$ cat src/rtl/freq_bar_reader.sv
`timescale 1ns/1ps
// freq_bar_reader: scans the lower half of the FFT frequency memory once per
// frame, reduces each group of BINS_PER_COL bins to a max-height bar per
// column, and keeps a slowly decaying peak-hold per column.
// Ports:
//   ckFreq, aresetn             clock / async active-low reset
//   flgFrameStart               one-cycle pulse starting a scan (IDLE only)
//   addrFreqRd / byteFreqRd     frequency memory read port (1-cycle latency)
//   colIdx                      column requested by the pixel path
//   byteBarHeight/PeakHeight    registered bar / peak of colIdx
//   flgBusy, flgFrameDone       scan in progress / one-cycle completion pulse
module freq_bar_reader #(
  parameter int unsigned ADDR_W       = 10,
  parameter int unsigned NUM_COLS     = 64,
  parameter int unsigned BINS_PER_COL = 8,
  parameter int unsigned DECAY_DIV    = 4
) (
  input  logic                        ckFreq,
  input  logic                        aresetn,
  input  logic                        flgFrameStart,
  output logic [ADDR_W-1:0]           addrFreqRd,
  input  logic [7:0]                  byteFreqRd,
  input  logic [$clog2(NUM_COLS)-1:0] colIdx,
  output logic [7:0]                  byteBarHeight,
  output logic [7:0]                  bytePeakHeight,
  output logic                        flgBusy,
  output logic                        flgFrameDone
);

  localparam int unsigned COL_W     = $clog2(NUM_COLS);
  localparam int unsigned BIN_W     = $clog2(BINS_PER_COL);
  localparam int unsigned SCAN_W    = COL_W + BIN_W;
  localparam int unsigned SCAN_LAST = NUM_COLS * BINS_PER_COL - 1;
  localparam int unsigned DEC_W     = (DECAY_DIV > 1) ? $clog2(DECAY_DIV) : 1;

  typedef enum logic [1:0] {S_IDLE, S_SCAN, S_DRAIN, S_DONE} state_t;

  state_t              r_state;
  state_t              w_state_nxt;
  logic [ADDR_W-1:0]   w_addr_nxt;
  logic                w_busy_nxt;
  logic                w_done_nxt;
  logic [DEC_W-1:0]    r_dec;
  logic [DEC_W-1:0]    w_dec_nxt;

  logic                r_vld;
  logic [SCAN_W-1:0]   r_addr_d;
  logic [7:0]          r_max;
  logic [7:0]          r_bar  [NUM_COLS];
  logic [7:0]          r_peak [NUM_COLS];

  logic [BIN_W-1:0]    w_bin;
  logic [COL_W-1:0]    w_col;
  logic                w_last_bin;
  logic [7:0]          w_max;
  logic [7:0]          w_peak_old;
  logic [7:0]          w_peak_new;
  logic                w_tick;

  // State register
  always_ff @(posedge ckFreq or negedge aresetn) begin
    if (!aresetn) r_state <= S_IDLE;
    else          r_state <= w_state_nxt;
  end

  // Next-state logic
  always_comb begin
    w_state_nxt = r_state;
    case (r_state)
      S_IDLE:  if (flgFrameStart) w_state_nxt = S_SCAN;
      S_SCAN:  if (addrFreqRd == ADDR_W'(SCAN_LAST)) w_state_nxt = S_DRAIN;
      S_DRAIN: w_state_nxt = S_DONE;
      S_DONE:  w_state_nxt = S_IDLE;
      default: w_state_nxt = S_IDLE;
    endcase
  end

  // Output next-values; actions take effect on the edge leaving each state
  always_comb begin
    w_addr_nxt = addrFreqRd;
    w_busy_nxt = flgBusy;
    w_done_nxt = 1'b0;
    w_dec_nxt  = r_dec;
    case (r_state)
      S_IDLE: if (flgFrameStart) begin
        w_addr_nxt = '0;
        w_busy_nxt = 1'b1;
      end
      S_SCAN: if (addrFreqRd != ADDR_W'(SCAN_LAST)) w_addr_nxt = addrFreqRd + ADDR_W'(1);
      S_DONE: begin
        w_busy_nxt = 1'b0;
        w_done_nxt = 1'b1;
        w_dec_nxt  = (r_dec == DEC_W'(DECAY_DIV - 1)) ? '0 : r_dec + DEC_W'(1);
      end
      default: ;
    endcase
  end

  // Registered control outputs and decay frame counter
  always_ff @(posedge ckFreq or negedge aresetn) begin
    if (!aresetn) begin
      addrFreqRd   <= '0;
      flgBusy      <= 1'b0;
      flgFrameDone <= 1'b0;
      r_dec        <= '0;
    end else begin
      addrFreqRd   <= w_addr_nxt;
      flgBusy      <= w_busy_nxt;
      flgFrameDone <= w_done_nxt;
      r_dec        <= w_dec_nxt;
    end
  end

  // Delayed copy of the issued address: tags the datum arriving this cycle
  always_ff @(posedge ckFreq or negedge aresetn) begin
    if (!aresetn) begin
      r_vld    <= 1'b0;
      r_addr_d <= '0;
      r_max    <= '0;
    end else begin
      r_vld    <= (r_state == S_SCAN);
      r_addr_d <= addrFreqRd[SCAN_W-1:0];
      if (r_vld) r_max <= w_max;
    end
  end

  // Column reduction and peak-hold update
  always_comb begin
    w_bin      = r_addr_d[BIN_W-1:0];
    w_col      = r_addr_d[SCAN_W-1:BIN_W];
    w_last_bin = (w_bin == BIN_W'(BINS_PER_COL - 1));
    // first bin of a column restarts the max instead of carrying it over
    w_max      = ((w_bin == '0) || (byteFreqRd > r_max)) ? byteFreqRd : r_max;
    w_tick     = (r_dec == '0);
    w_peak_old = r_peak[w_col];
    if (w_max >= w_peak_old)             w_peak_new = w_max;
    else if (w_tick && w_peak_old != '0) w_peak_new = w_peak_old - 8'd1;
    else                                 w_peak_new = w_peak_old;
  end

  // Bar / peak storage and pixel-path read registers
  always_ff @(posedge ckFreq or negedge aresetn) begin
    if (!aresetn) begin
      for (int i = 0; i < int'(NUM_COLS); i++) begin
        r_bar[i]  <= '0;
        r_peak[i] <= '0;
      end
      byteBarHeight  <= '0;
      bytePeakHeight <= '0;
    end else begin
      if (r_vld && w_last_bin) begin
        r_bar[w_col]  <= w_max;
        r_peak[w_col] <= w_peak_new;
      end
      byteBarHeight  <= r_bar[colIdx];
      bytePeakHeight <= r_peak[colIdx];
    end
  end

endmodule

$ cat config.mk
export PLATFORM = sky130hd
export DESIGN_NAME = freq_bar_reader
export DESIGN_NICKNAME = d
export VERILOG_FILES = /design/src/rtl/freq_bar_reader.sv
export SDC_FILE = /design/constraint.sdc
export NUM_CORES = 2
export LEC_CHECK = 0
export ABC_AREA = 1
export CORE_MARGIN = 8
export CORE_UTILIZATION = 58
export CTS_CLUSTER_DIAMETER = 80
export DETAILED_ROUTE_END_ITERATION = 6
export PLACE_DENSITY_LB_ADDON = 0.12
export SLEW_MARGIN = 15
export SYNTH_ARGS = -nofsm -noshare
export SYNTH_HDL_FRONTEND = slang
export SYNTH_SLANG_ARGS = --single-unit
$ cat constraint.sdc
create_clock -name ckFreq -period 4.4 [get_ports ckFreq]
set_clock_uncertainty 0.15 [all_clocks]
set_input_delay 0.88 -clock ckFreq [delete_from_list [all_inputs] [get_ports ckFreq]]
set_output_delay 0.88 -clock ckFreq [all_outputs]
set_load 0.02 [all_outputs]
==> flow_summary_export.csv <==
group,metric,value,unit
outcome,status,"finished clean",
setup_path,r2r_slack,0.005,ns
drt,drt-pass1-iter-count,7,
die,die_h,326.7,um
clock_network,path_clk_slew,0.06,ns
clock_network,clock_sink_count,1074,
drt,drc,0,
placement,dpl.hpwl,129000,um
drt,drt-wirelength-per-cell,22.97,um
logic_synthesis,ys_types,47,
flow_run,drv_cap,0,
logic_synthesis,syn_area,55980,um2
die,die_area,106700,um2
power_and_ir_drop,ir_drop,0.0007014,V
setup_path,crit_chain,"buf_4 -> clkbuf_16 -> or2_2 -> nand3_1 -> nand2_1 -> o21ai_1 -> nand2_1 -> nor2_1 -> nand2_1 -> inv_1 -> ha_1 -> nand2_1 -> o21ai_0 -> nand2_1 -> and3_4 -> buf_12 -> nand3_1 -> nand2_4 -> buf_4 -> buf_6 -> nand2_1 -> nand2_1",
logic_synthesis,syn_inst,7634,
logic_synthesis,synth_warnings,0,
sta,period_minus_slack,4.395,ns
sta,hold_viol,0,
sta,whs,0.01745,ns
placement,portBuffers,44,
setup_path,worst_path_largest_cell_delay,0.58,ns
logic_synthesis,synth_fp_nets,7676,
setup_path,cp-startpoint,"r_addr_d[3]",
setup_path,critPathKind,"flop to flop",
logic_synthesis,ys_seq_area_frac,0.4801,
global_route,antenna_found_initial,4,
global_route,grt_start_max_net_pins,134,
setup_path,cp_slowest_cell,"dfrtp_4",
die,io_pins,45,
clock_network,cts_tree,"yes",
logic_synthesis,synth_seq_cells,1074,
die,start_util,0.5823,
die,coreArea,96140,um2
layout,drive_gt1_frac,0.08437,
setup_path,path_delay_family,"simple AND/OR/NAND/NOR gates",
layout,final_cells,8924,
setup_path,crit_cells,22,
global_route,grt_overflow,0,
layout,final_nets,7591,
logic_synthesis,synth_area_per_cell,7.333,um2
clock_network,htreeDepth,3,
global_route,grt_usage,0.3690,
placement,placement.cell_area,58900,um2
placement,dpl.cell_count,8695,
power_and_ir_drop,pwr_density_cell,494.4,nW/um2
drt,vias,55160,
die,rows,114,
setup_path,worstSetupStartpointType,"flop",
setup_path,cp.arrival,4.93,ns
setup_path,rr_startpoint,"r_addr_d[3]",
sta,fin_crit_sh,0.9988,
sta,max_freq,227.6,MHz
sta,slew_viol_final,0,
clock_network,root_buffer,"clkbuf_16",
sta,setup_viol,0,
sta,worst_slew_pin_slew,1.056,ns
layout,design_area,63240,um2
clock_network,clock_latency,0.75,ns
setup_path,cp-end-kind,"flop",
global_route,first_global_vias,51350,
drt,ant_nets,0,
die,fp.dieW,326.7,um
drt,drt_wl_total,205000,um
sta,maxSlewHeadroom,0.2955,
drt,via_per_inst,6.181,
power_and_ir_drop,p_leak,0.03099,uW
setup_path,crit_path_max_fanout,26,
setup_path,path_buf_inv,6,
drt,drt-initial-drc-count,8209,
clock_network,clock_path_buffers,3,
setup_path,cp-endpoint,"r_peak[210]",
setup_path,reg2reg_depth,22,
setup_path,cp.required,4.94,ns
layout,fin_util,0.6578,
global_route,grt_pass1_wl,310000,um
setup_path,cpMostUsedCell,"nand2_1",
placement,place.gp.congestion,1.048,
min_path,hp-class,"input pin to async pin",
setup_path,r2r-end,"r_peak[210]",
layout,area_growth,12.97,%
clock_network,cts_buffers,114,
-- report_power, final --
part	internal, uW	switching, uW
sequential	10000	139
combinational	2990	7860
clock	5980	4260
total	19000	12300
-- registers in the layout, indices dropped and copies added (netlist names) --
register / cells
r_bar: 512
r_peak: 512
addrFreqRd: 10
r_addr_d: 9
byteBarHeight: 8
bytePeakHeight: 8
r_max: 8
r_dec: 2
r_state: 2
flgBusy: 1
flgFrameDone: 1
r_vld: 1
-- how the worst min path moves through the flow --
| stage | startpoint | slack, ns | to | depth (start not counted) |
|---|---|---|---|---|
| after floorplan | r_bar[104] | 0.30 | r_bar[104] | 2 |
| after global placement | addrFreqRd[1] | 0.27 | r_addr_d[1] | 0 |
| after detailed placement | addrFreqRd[1] | 0.29 | r_addr_d[1] | 0 |
| after CTS | aresetn | 0.04 | r_bar[62] | 1 |
| after global routing | aresetn | 0.05 | r_bar[54] | 1 |
| final | aresetn | 0.02 | r_bar[62] | 1 |
-- metrics by stage --
stage	total power [uW]	setup TNS, ns	worst slack, ns
floorplan	15430	0	0.01575
global placement	19950	-123.04	-0.2910
detailed placement	20010	-183.07	-0.4105
CTS	30120	0	0.1015
global route	32020	-0.2341	-0.02866
finish	31270	0	0.005437
-- synth_stat cells (all sizes together) --
cell,instances,area (um2)
nand4,7,43.79
clkbuf,431,1625
o21ai,1366,6840
o31ai,1,7.510
o32ai,12,105.1
o211ai,32,267.8
nand2,2602,9777
o221ai,34,297.8
xor2,2,17.52
or2,26,162.6
o41ai,1,8.760
inv,463,1740
a21oi,134,670.6
nand3,404,2032
ha,25,312.8
dfrtp,1074,26880
o21a,3,22.52
and3,1,6.260
a41oi,1,8.760
nor2,578,2180
clkinv,7,26.28
buf,139,875.8
nor4,2,12.51
nor3,70,555.5
a31oi,1,6.260
a32o,1,10.01
a221oi,42,367.9
o21bai,3,22.52
nand3b,2,15.01
o22ai,157,982.2
a211oi,9,67.56
o311ai,4,35.03
-- metal layers --
layer | global-route usage | part of all wire | up-vias
met4 | 0.1909 | 0.059 | 2
li1 | - | - | 24660
met5 | 0 | 0.000054 | -
met2 | 0.5371 | 0.42 | 3594
met1 | 0.5118 | 0.40 | 26250
met3 | 0.08966 | 0.12 | 652
-- cell families (layout without fill, tap and decap cells) --
| group | Yosys count | in the layout | synth area share |
|---|---|---|---|
| AO/OA/AOI/OAI | 1801 | 1801 | 0.1736 |
| XOR/XNOR | 2 | 2 | 0.0003130 |
| adder cells (fa/ha/maj) | 25 | 25 | 0.005588 |
| buffers and inverters | 1040 | 1051 | 0.07624 |
| flip-flops | 1074 | 1074 | 0.4801 |
| other | 0 | 3 | 0 |
| AND/OR/NAND/NOR | 3692 | 3692 | 0.2641 |
-- cell usage in the layout, fill, tap and decap left out, types with 4 or more instances in the layout --
cell type / synthesis / final
or2_2: 17 / 17
clkbuf_16: 0 / 121
clkinvlp_4: 0 / 4
ha_1: 25 / 25
dfrtp_1: 1074 / 1072
nand3_1: 402 / 402
nor2_4: 0 / 4
a221oi_1: 42 / 41
bufinv_16: 0 / 12
clkbuf_1: 425 / 20
a211oi_1: 9 / 9
or2_1: 7 / 7
buf_4: 27 / 236
o311ai_0: 4 / 4
o21ai_1: 95 / 96
o221ai_1: 34 / 34
clkdlybuf4s50_1: 0 / 38
a21oi_1: 134 / 134
nand2_2: 4 / 10
inv_1: 444 / 436
o32ai_1: 12 / 12
nor3_1: 29 / 28
o22ai_1: 157 / 157
clkinv_1: 7 / 5
nand4_1: 7 / 7
buf_6: 22 / 6
nand2_1: 2598 / 2589
nor2_1: 574 / 571
buf_12: 0 / 74
clkbuf_8: 0 / 30
o21ai_0: 1270 / 1264
o211ai_1: 30 / 30
inv_2: 18 / 24
clkinv_2: 0 / 24
nor3_2: 41 / 42
-- area by class of cell --
class | instances | area (um2)
Multi-Input combinational cell | 5520 | 24960
Sequential cell | 1074 | 26880
Tap cell | 1276 | 1597
Timing Repair Buffer | 369 | 4014
Fill cell | 8404 | 32900
Inverter | 470 | 1798
Antenna cell | 3 | 7.507
Clock buffer | 164 | 3341
Clock inverter | 48 | 645.6
-- what timing repair did --
| item | in CTS | in global routing |
|---|---|---|
| hold endpoints to repair | 0 | 0 |
| setup endpoints to repair | 470 | 512 |
| gates resized for setup | 1 | 28 |
| pin swaps | 0 | 1 |
| gates cloned | 0 | 9 |
| setup buffers | 0 | 5 |
| hold buffers | 0 | 0 |
(Power assumes the default switching activity.)
